[src/rtl/regfile_write_scheduler.sv]
// Round-robin sharing of the register-file write port between ALU, load and link
// write-back, plus a busy scoreboard that decode uses to stall on pending writes.
module regfile_write_scheduler #(
  parameter int DATA_WIDTH = 32,
  parameter int ADDR_WIDTH = 5
) (
  input  logic                    clk,
  input  logic                    rst,
  input  logic [2:0]              reqValid,
  input  logic [ADDR_WIDTH-1:0]   reqAddr0,
  input  logic [ADDR_WIDTH-1:0]   reqAddr1,
  input  logic [ADDR_WIDTH-1:0]   reqAddr2,
  input  logic [DATA_WIDTH-1:0]   reqData0,
  input  logic [DATA_WIDTH-1:0]   reqData1,
  input  logic [DATA_WIDTH-1:0]   reqData2,
  output logic [2:0]              reqGrant,
  output logic                    wrEn,
  output logic [ADDR_WIDTH-1:0]   wrAddr,
  output logic [DATA_WIDTH-1:0]   wrData,
  input  logic                    resvEn,
  input  logic [ADDR_WIDTH-1:0]   resvAddr,
  input  logic                    flush,
  input  logic [ADDR_WIDTH-1:0]   rs1Addr,
  input  logic [ADDR_WIDTH-1:0]   rs2Addr,
  output logic                    rs1Busy,
  output logic                    rs2Busy,
  output logic [2**ADDR_WIDTH-1:0] busyMask
);

  localparam int DEPTH = 2**ADDR_WIDTH;

  logic [1:0]            ptr_p0;
  logic [1:0]            ptr_nxt_p0;
  logic [2:0]            grant_p0;
  logic                  vld_p0;
  logic [ADDR_WIDTH-1:0] addr_p0;
  logic [DATA_WIDTH-1:0] data_p0;
  logic [DEPTH-1:0]      busy_p1;
  logic [DEPTH-1:0]      busy_nxt_p1;

  // Stage 0: combinational round-robin arbitration starting at ptr_p0
  always_comb begin
    grant_p0 = 3'b000;
    case (ptr_p0)
      2'd0: begin
        if      (reqValid[0]) grant_p0 = 3'b001;
        else if (reqValid[1]) grant_p0 = 3'b010;
        else if (reqValid[2]) grant_p0 = 3'b100;
      end
      2'd1: begin
        if      (reqValid[1]) grant_p0 = 3'b010;
        else if (reqValid[2]) grant_p0 = 3'b100;
        else if (reqValid[0]) grant_p0 = 3'b001;
      end
      default: begin
        if      (reqValid[2]) grant_p0 = 3'b100;
        else if (reqValid[0]) grant_p0 = 3'b001;
        else if (reqValid[1]) grant_p0 = 3'b010;
      end
    endcase
  end

  assign reqGrant = grant_p0;
  assign vld_p0   = |(reqValid & grant_p0);

  always_comb begin
    addr_p0    = '0;
    data_p0    = '0;
    ptr_nxt_p0 = ptr_p0;
    if (grant_p0[0]) begin
      addr_p0    = reqAddr0;
      data_p0    = reqData0;
      ptr_nxt_p0 = 2'd1;
    end else if (grant_p0[1]) begin
      addr_p0    = reqAddr1;
      data_p0    = reqData1;
      ptr_nxt_p0 = 2'd2;
    end else if (grant_p0[2]) begin
      addr_p0    = reqAddr2;
      data_p0    = reqData2;
      ptr_nxt_p0 = 2'd0;
    end
  end

  // Stage 1: registered write port; address/data hold while idle
  always_ff @(posedge clk or posedge rst) begin
    if (rst) begin
      ptr_p0 <= 2'd0;
      wrEn   <= 1'b0;
      wrAddr <= '0;
      wrData <= '0;
    end else if (vld_p0) begin
      ptr_p0 <= ptr_nxt_p0;
      wrEn   <= 1'b1;
      wrAddr <= addr_p0;
      wrData <= data_p0;
    end else begin
      wrEn   <= 1'b0;
    end
  end

  // Scoreboard: clear on completed write, reservation overrides, flush overrides all
  always_comb begin
    busy_nxt_p1 = busy_p1;
    if (wrEn)   busy_nxt_p1[wrAddr]   = 1'b0;
    if (resvEn) busy_nxt_p1[resvAddr] = 1'b1;
    if (flush)  busy_nxt_p1           = '0;
  end

  always_ff @(posedge clk or posedge rst) begin
    if (rst) busy_p1 <= '0;
    else     busy_p1 <= busy_nxt_p1;
  end

  assign rs1Busy  = busy_p1[rs1Addr];
  assign rs2Busy  = busy_p1[rs2Addr];
  assign busyMask = busy_p1;

endmodule
[config.mk]
export PLATFORM = sky130hd
export DESIGN_NAME = regfile_write_scheduler
export DESIGN_NICKNAME = d
export VERILOG_FILES = /design/src/rtl/regfile_write_scheduler.sv
export SDC_FILE = /design/constraint.sdc
export NUM_CORES = 1
export LEC_CHECK = 0
export BUFFER_PORTS_ARGS = -buffer_cell sky130_fd_sc_hd__buf_2
export CAP_MARGIN = 0
export CORE_MARGIN = 5
export CORE_UTILIZATION = 45
export DETAILED_ROUTE_END_ITERATION = 16
export PLACE_DENSITY_LB_ADDON = 0.2
export SYNTH_ARGS = -nofsm -noshare
export SYNTH_HDL_FRONTEND = slang
export SYNTH_SLANG_ARGS = --single-unit
export TNS_END_PERCENT = 1
[constraint.sdc]
create_clock -name clk -period 2.65 [get_ports clk]
set_input_delay 0.1325 -clock clk [delete_from_list [all_inputs] [get_ports clk]]
set_output_delay 0.1325 -clock clk [all_outputs]
set_load 0.05 [all_outputs]
==> flow_summary.json, run 1 <==
{
  "mostFrequentLayoutCell": "buf_2",
  "n_antenna_cell": 0,
  "worstSetupStartpointType": "flop",
  "final_cell_mix": "207 x buf_2, 72 x dfrtp_1, 55 x o21ai_0",
  "p_per_area_nw_per_um2": 699,
  "grt_pass1_wl_um": 21700,
  "fmax_ghz": 0.470,
  "comb_power_share": 0.416,
  "swShare": 0.431,
  "status": "finished clean",
  "avgSynthCellArea_um2": 9.96,
  "required_ns": 2.52,
  "cts_setup_buffers": 0,
  "wl_met2_um": 7000,
  "ys.flop_type": "dfrtp_1",
  "post-route-min-period_ns": 2.13,
  "drc": 0,
  "crit_type": "flop to output pin",
  "holdBufCountCts": 0,
  "min_period_over_period": 0.803,
  "fin_tns_setup_ns": 0,
  "cts_buffers": 9,
  "yosysWarningCount": 0,
  "gp_congestion": 0.917,
  "hpwl_um": 10600,
  "io_pins": 208,
  "drv_cap": 0,
  "fillers": 897,
  "worstMarginPinSlew_ns": 0.901,
  "ir_drop_mv": 0.403,
  "clock_sinks": 72,
  "wl_met3_um": 1180,
  "htreeDepth": 3,
  "grt_max_degree": 73,
  "slew_headroom": 0.400,
  "post_drt_via_cell_ratio": 5.64,
  "p_seq_frac": 0.358,
  "arrival_ns": 2.00,
  "crit_path_end_kind": "output pin",
  "overflow": 0,
  "netlist_area_um2": 4370,
  "synthDistinctLibCells": 39,
  "vias": 4341,
  "synth_cells": 439,
  "ys_seq_area_frac": 0.412,
  "num-nets-final": 765,
  "rows": 36,
  "drive_gt1_frac": 0.446,
  "ctsResizeCount": 0,
  "die_h_um": 109,
  "cts-root-buf": "clkbuf_8",
  "dr.max_layer_used": "met4",
  "core_area_um2": 9640,
  "die_w_um": 109,
  "syn_to_final_growth_pct": 28.9,
  "cts.clk_slew.worst_paths_ns": 0.09,
  "multi_input_area_um2": 2340,
  "clk-insertion-delay-late_ns": 0.34,
  "hold_class": "primary input to asynchronous set/reset pin",
  "grt_pass1_vias": 4520,
  "finalHoldWorstSlack_ns": 0.0340,
  "routed_wl_um": 14000,
  "portBuffers": 207,
  "r2r_cells": 7,
  "cp_slowest_cell": "dfrtp_1",
  "final_antenna_net_count": 0,
  "cp_max_fo": 27,
  "p_int_mw": 2.24,
  "setup_ws_ns": 0.522,
  "ys_seq_elements": 72,
  "skew_ns": 0.0105,
  "clock_path_buffers": 2,
  "first_pass_iters": 5,
  "power.switching_mw": 1.70,
  "setup_violations": 0,
  "crit_chain": "a21oi_1, a21oi_2, nor2b_4, buf_12, buf_2",
  "met1_length_um": 5610,
  "hold_viol": 0,
  "rsz0062_at_grt": "no",
  "crit_path_max_incr_delay_ns": 0.45,
  "async_reset_ff_frac": 1.00,
  "synth-edff-count": 0,
  "tritoncts": "done",
  "place_ws_ns": 0.886,
  "avgRoutedWirePerCell_um": 18.1,
  "drt_iter0_drc": 270,
  "power_frac_clock": 0.226,
  "grt_antenna_before_repair": 0,
  "finalMaxSlewViolations": 0,
  "grt_use_total": 0.232,
  "leakagePower_nw": 2.67,
  "initial_core_util": 0.454,
  "synth_fp_nets": 572,
  "dieArea_um2": 11800,
  "regArea_um2": 1800
}
critical path, delay by kind of cell (launching register included):
| family | cells | cell delay, ns |
|---|---|---|
| DFF | 1 | 0.45 |
| AOI/OAI and AO/OA | 2 | 0.26 |
| buffers and inverters | 2 | 0.54 |
| and+or+nand+nor | 1 | 0.40 |
flip-flops by register name, indices dropped and copies added (netlist names):
| signal | cells |
|---|---|
| wrData | 32 |
| ptr_p0 | 2 |
| busyMask | 32 |
| wrAddr | 5 |
| wrEn | 1 |
routing by layer:
layer / vias up / track usage
met5: - / 0
met3: 15 / 0.0615
li1: 2039 / -
met1: 2113 / 0.292
met2: 174 / 0.392
met4: 0 / 0.0676
Yosys cell counts (3+ instances only):
master | number | area (um2)
dfrtp_1 | 72 | 1800
a22oi_2 | 21 | 263
buf_2 | 10 | 50.1
buf_4 | 5 | 37.5
buf_6 | 9 | 101
clkbuf_1 | 10 | 37.5
o21ai_0 | 55 | 275
nor2b_1 | 5 | 31.3
o21ai_1 | 16 | 80.1
nand3_1 | 6 | 30.0
a21oi_1 | 41 | 205
a2bb2oi_2 | 21 | 315
a22oi_1 | 24 | 180
nor3b_1 | 3 | 22.5
inv_1 | 3 | 11.3
nand3b_1 | 5 | 37.5
and3b_1 | 3 | 26.3
nand2_1 | 49 | 184
nor2_1 | 8 | 30.0
mux2i_1 | 32 | 320
a2bb2oi_1 | 16 | 140
power by group through the flow:
| stage | combinational [mW] | clock, mW | sequential, mW |
|---|---|---|---|
| 2_1_floorplan | 0.730 | 0 | 1.91 |
| 3_3_place_gp | 1.63 | 0 | 1.42 |
| 3_5_place_dp | 1.65 | 0 | 1.42 |
| 4_1_cts | 1.65 | 0.906 | 1.41 |
| 5_1_grt | 1.73 | 0.954 | 1.43 |
| 6_report | 1.64 | 0.890 | 1.41 |
metrics by stage:
step	cell area, um2	util	instances	total power, mW
after global routing	5640	0.585	770	4.12
after CTS	5640	0.585	770	3.96
after floorplan	4370	-	439	2.64
after global placement	5440	0.564	754	3.05
after detailed placement	5440	0.564	754	3.07
final	5640	0.585	770	3.94
area by class of cell:
| cell class | count | area share |
|---|---|---|
| Tap cell | 133 | 0.0295 |
| Inverter | 4 | 0.00266 |
| Timing Repair Buffer | 216 | 0.198 |
| Clock buffer | 9 | 0.0220 |
| Clock inverter | 7 | 0.0138 |
| Sequential cell | 72 | 0.320 |
| Multi-Input combinational cell | 329 | 0.415 |
worst paths after layout:
path	slack, ns	from	end
min in group clk	0.06	reqValid[1]	ptr_p0[0]
worst max register to register	0.89	ptr_p0[0]	wrData[2]
worst min register to register	0.52	wrData[17]	wrData[17]
worst max-delay path	0.52	ptr_p0[1]	reqGrant[1]
worst min-delay path	0.03	rst	wrData[24]
max in group asynchronous	2.01	rst	wrEn
logic make-up after synthesis:
kind of cell | after synthesis | share of synthesized area
AO/OA/AOI/OAI | 204 | 0.353
buffers and inverters | 38 | 0.0552
flip-flops | 72 | 0.412
multiplexers | 32 | 0.0732
AND/OR/NAND/NOR | 93 | 0.107
No activity file was read; power rests on OpenSTA's default activity.
==> inputs of run 2 (changes only) <==
CORE_UTILIZATION = 43   (was 45)
clock period = 1.9 ns   (was 2.65 ns; I/O delays follow)
==> run 2 against run 1 <==
Final cell count increased by 0.52%. Global-route usage increased by 0.097 points. Design area increased by 1.2%. Clock skew decreased by 0.0034 ns. Non-clock buffer count increased by 4. Register-to-register slack got worse by 0.52 ns. Sequential share of layout area decreased by 0.37 points. Critical endpoint is now rs1Busy.
==> flow_summary.json, run 2 (synthesis gave the netlist of run 1 again) <==
{
  "final_antenna_net_count": 0,
  "rows": 36,
  "core_area_um2": 9860,
  "p_per_area_nw_per_um2": 962,
  "clock_path_buffers": 2,
  "cts_setup_buffers": 0,
  "worstMarginPinSlew_ns": 0.678,
  "ir_drop_mv": 0.538,
  "status": "finished clean",
  "overflow": 0,
  "drt_iter0_drc": 240,
  "mostFrequentLayoutCell": "buf_2",
  "post_drt_via_cell_ratio": 5.61,
  "slew_headroom": 0.546,
  "post-route-min-period_ns": 1.82,
  "n_antenna_cell": 0,
  "hold_class": "primary input to flop",
  "total_power_mw": 5.49,
  "portBuffers": 207,
  "endpoint": "rs1Busy",
  "worstSetupStartpointType": "flop",
  "finalMaxSlewViolations": 0,
  "regArea_um2": 1800,
  "grt_max_degree": 73,
  "drv_cap": 0,
  "vias": 4340,
  "hpwl_um": 10800,
  "hold_viol": 0,
  "initial_core_util": 0.443,
  "r2r_cells": 3,
  "min_period_over_period": 0.959,
  "grt_use_total": 0.233,
  "htreeDepth": 3,
  "grt_antenna_before_repair": 0,
  "fillers": 901,
  "routed_wl_um": 14300,
  "final_cell_mix": "204 x buf_2, 71 x dfrtp_1, 55 x o21ai_0",
  "cp-startpoint": "busyMask[15]",
  "post-route-util": 0.579,
  "grt_pass1_wl_um": 23500,
  "reg2reg_from": "wrAddr[1]",
  "skew_ns": 0.00711,
  "clk-insertion-delay-late_ns": 0.35,
  "cts.clk_slew.worst_paths_ns": 0.08,
  "place_area_um2": 5490,
  "multi_input_area_um2": 2340,
  "fmax_ghz": 0.549,
  "tritoncts": "done",
  "r2r_slack_ns": 0.37,
  "die_h_um": 111,
  "drive_gt1_frac": 0.449,
  "die_w_um": 111,
  "design_area_um2": 5710,
  "reg2reg_to": "busyMask[12]",
  "num-nets-final": 769,
  "cts_buffers": 9,
  "syn_to_final_growth_pct": 30.5,
  "arrival_ns": 1.73,
  "drc": 0,
  "first_pass_iters": 4,
  "finalHoldWorstSlack_ns": 0.0194,
  "fin_tns_setup_ns": 0,
  "crit_type": "flop to output pin",
  "rsz0062_at_grt": "yes",
  "leakagePower_nw": 2.69,
  "gp_congestion": 0.904,
  "cp_max_fo": 4,
  "clock_sinks": 72,
  "crit_path_end_kind": "output pin",
  "dieArea_um2": 12300,
  "setup_violations": 0,
  "cts-root-buf": "clkbuf_8",
  "avgRoutedWirePerCell_um": 18.5,
  "required_ns": 1.80,
  "io_pins": 208,
  "grt_pass1_vias": 4601
}
run 2: changes by cell type in the layout (fill, tap and decap cells not counted):
cell	before	now
dlygate4sd3_1	0	1
buf_2	207	204
inv_2	2	1
inv_6	3	1
dfrtp_2	0	1
clkinvlp_4	1	2
clkinv_2	1	3
buf_6	0	2
buf_4	8	10
buf_12	1	3
dfrtp_1	72	71
run 2: how the worst min path moves through the flow:
stage	from	end	slack [ns]	depth (start not counted)
final	reqValid[2]	ptr_p0[0]	0.02	2
after global routing	reqValid[2]	ptr_p0[0]	0.02	2
after CTS	reqData2[25]	wrData[25]	0.009	3
after detailed placement	rst	busyMask[16]	0.23	3
after global placement	rst	wrAddr[3]	0.23	3
after floorplan	flush	busyMask[0]	0.16	1
run 2: critical path: stages (launching register included):
cell and delay [ns]:
dfrtp_1 0.44, mux2i_1 0.18, a22oi_1 0.09, nand3_1 0.12, nand2_1 0.06, a311o_1 0.34, buf_6 0.16
run 2: report_power, final:
group	leakage (nW)	total, mW	switching (mW)	internal, mW
logic	1.67	2.34	1.55	0.793
clock network	0.0994	1.20	0.592	0.606
registers	0.921	1.95	0.200	1.75
total	2.69	5.49	2.34	3.15
run 2: final cells by class:
class / count / area share
Clock inverter: 7 / 0.0123
Timing Repair Buffer: 220 / 0.208
Clock buffer: 9 / 0.0217
Multi-Input combinational cell: 329 / 0.410
Tap cell: 133 / 0.0291
Sequential cell: 72 / 0.316
Inverter: 4 / 0.00329
run 2: repair_timing:
action                                  4_1_cts  5_1_grt
hold buffers                                  1        0
resized for setup                             0        9
endpoints found under the hold margin        72        0
endpoints found under the setup margin        0        3
run 2: through the flow:
stage / instances / setup WS [ns]
after floorplan: 439 / 0.171
after global placement: 757 / 0.288
after detailed placement: 757 / 0.241
after CTS: 774 / 0.0281
after global routing: 774 / -0.00496
final: 774 / 0.0783
run 2: routing by layer:
| metal | global-route usage | up-vias | part of all wire |
|---|---|---|---|
| li1 | - | 2047 | - |
| met1 | 0.294 | 2078 | 0.41 |
| met2 | 0.388 | 193 | 0.49 |
| met3 | 0.0650 | 22 | 0.081 |
| met4 | 0.0755 | 0 | 0.018 |
| met5 | 0 | - | 0 |
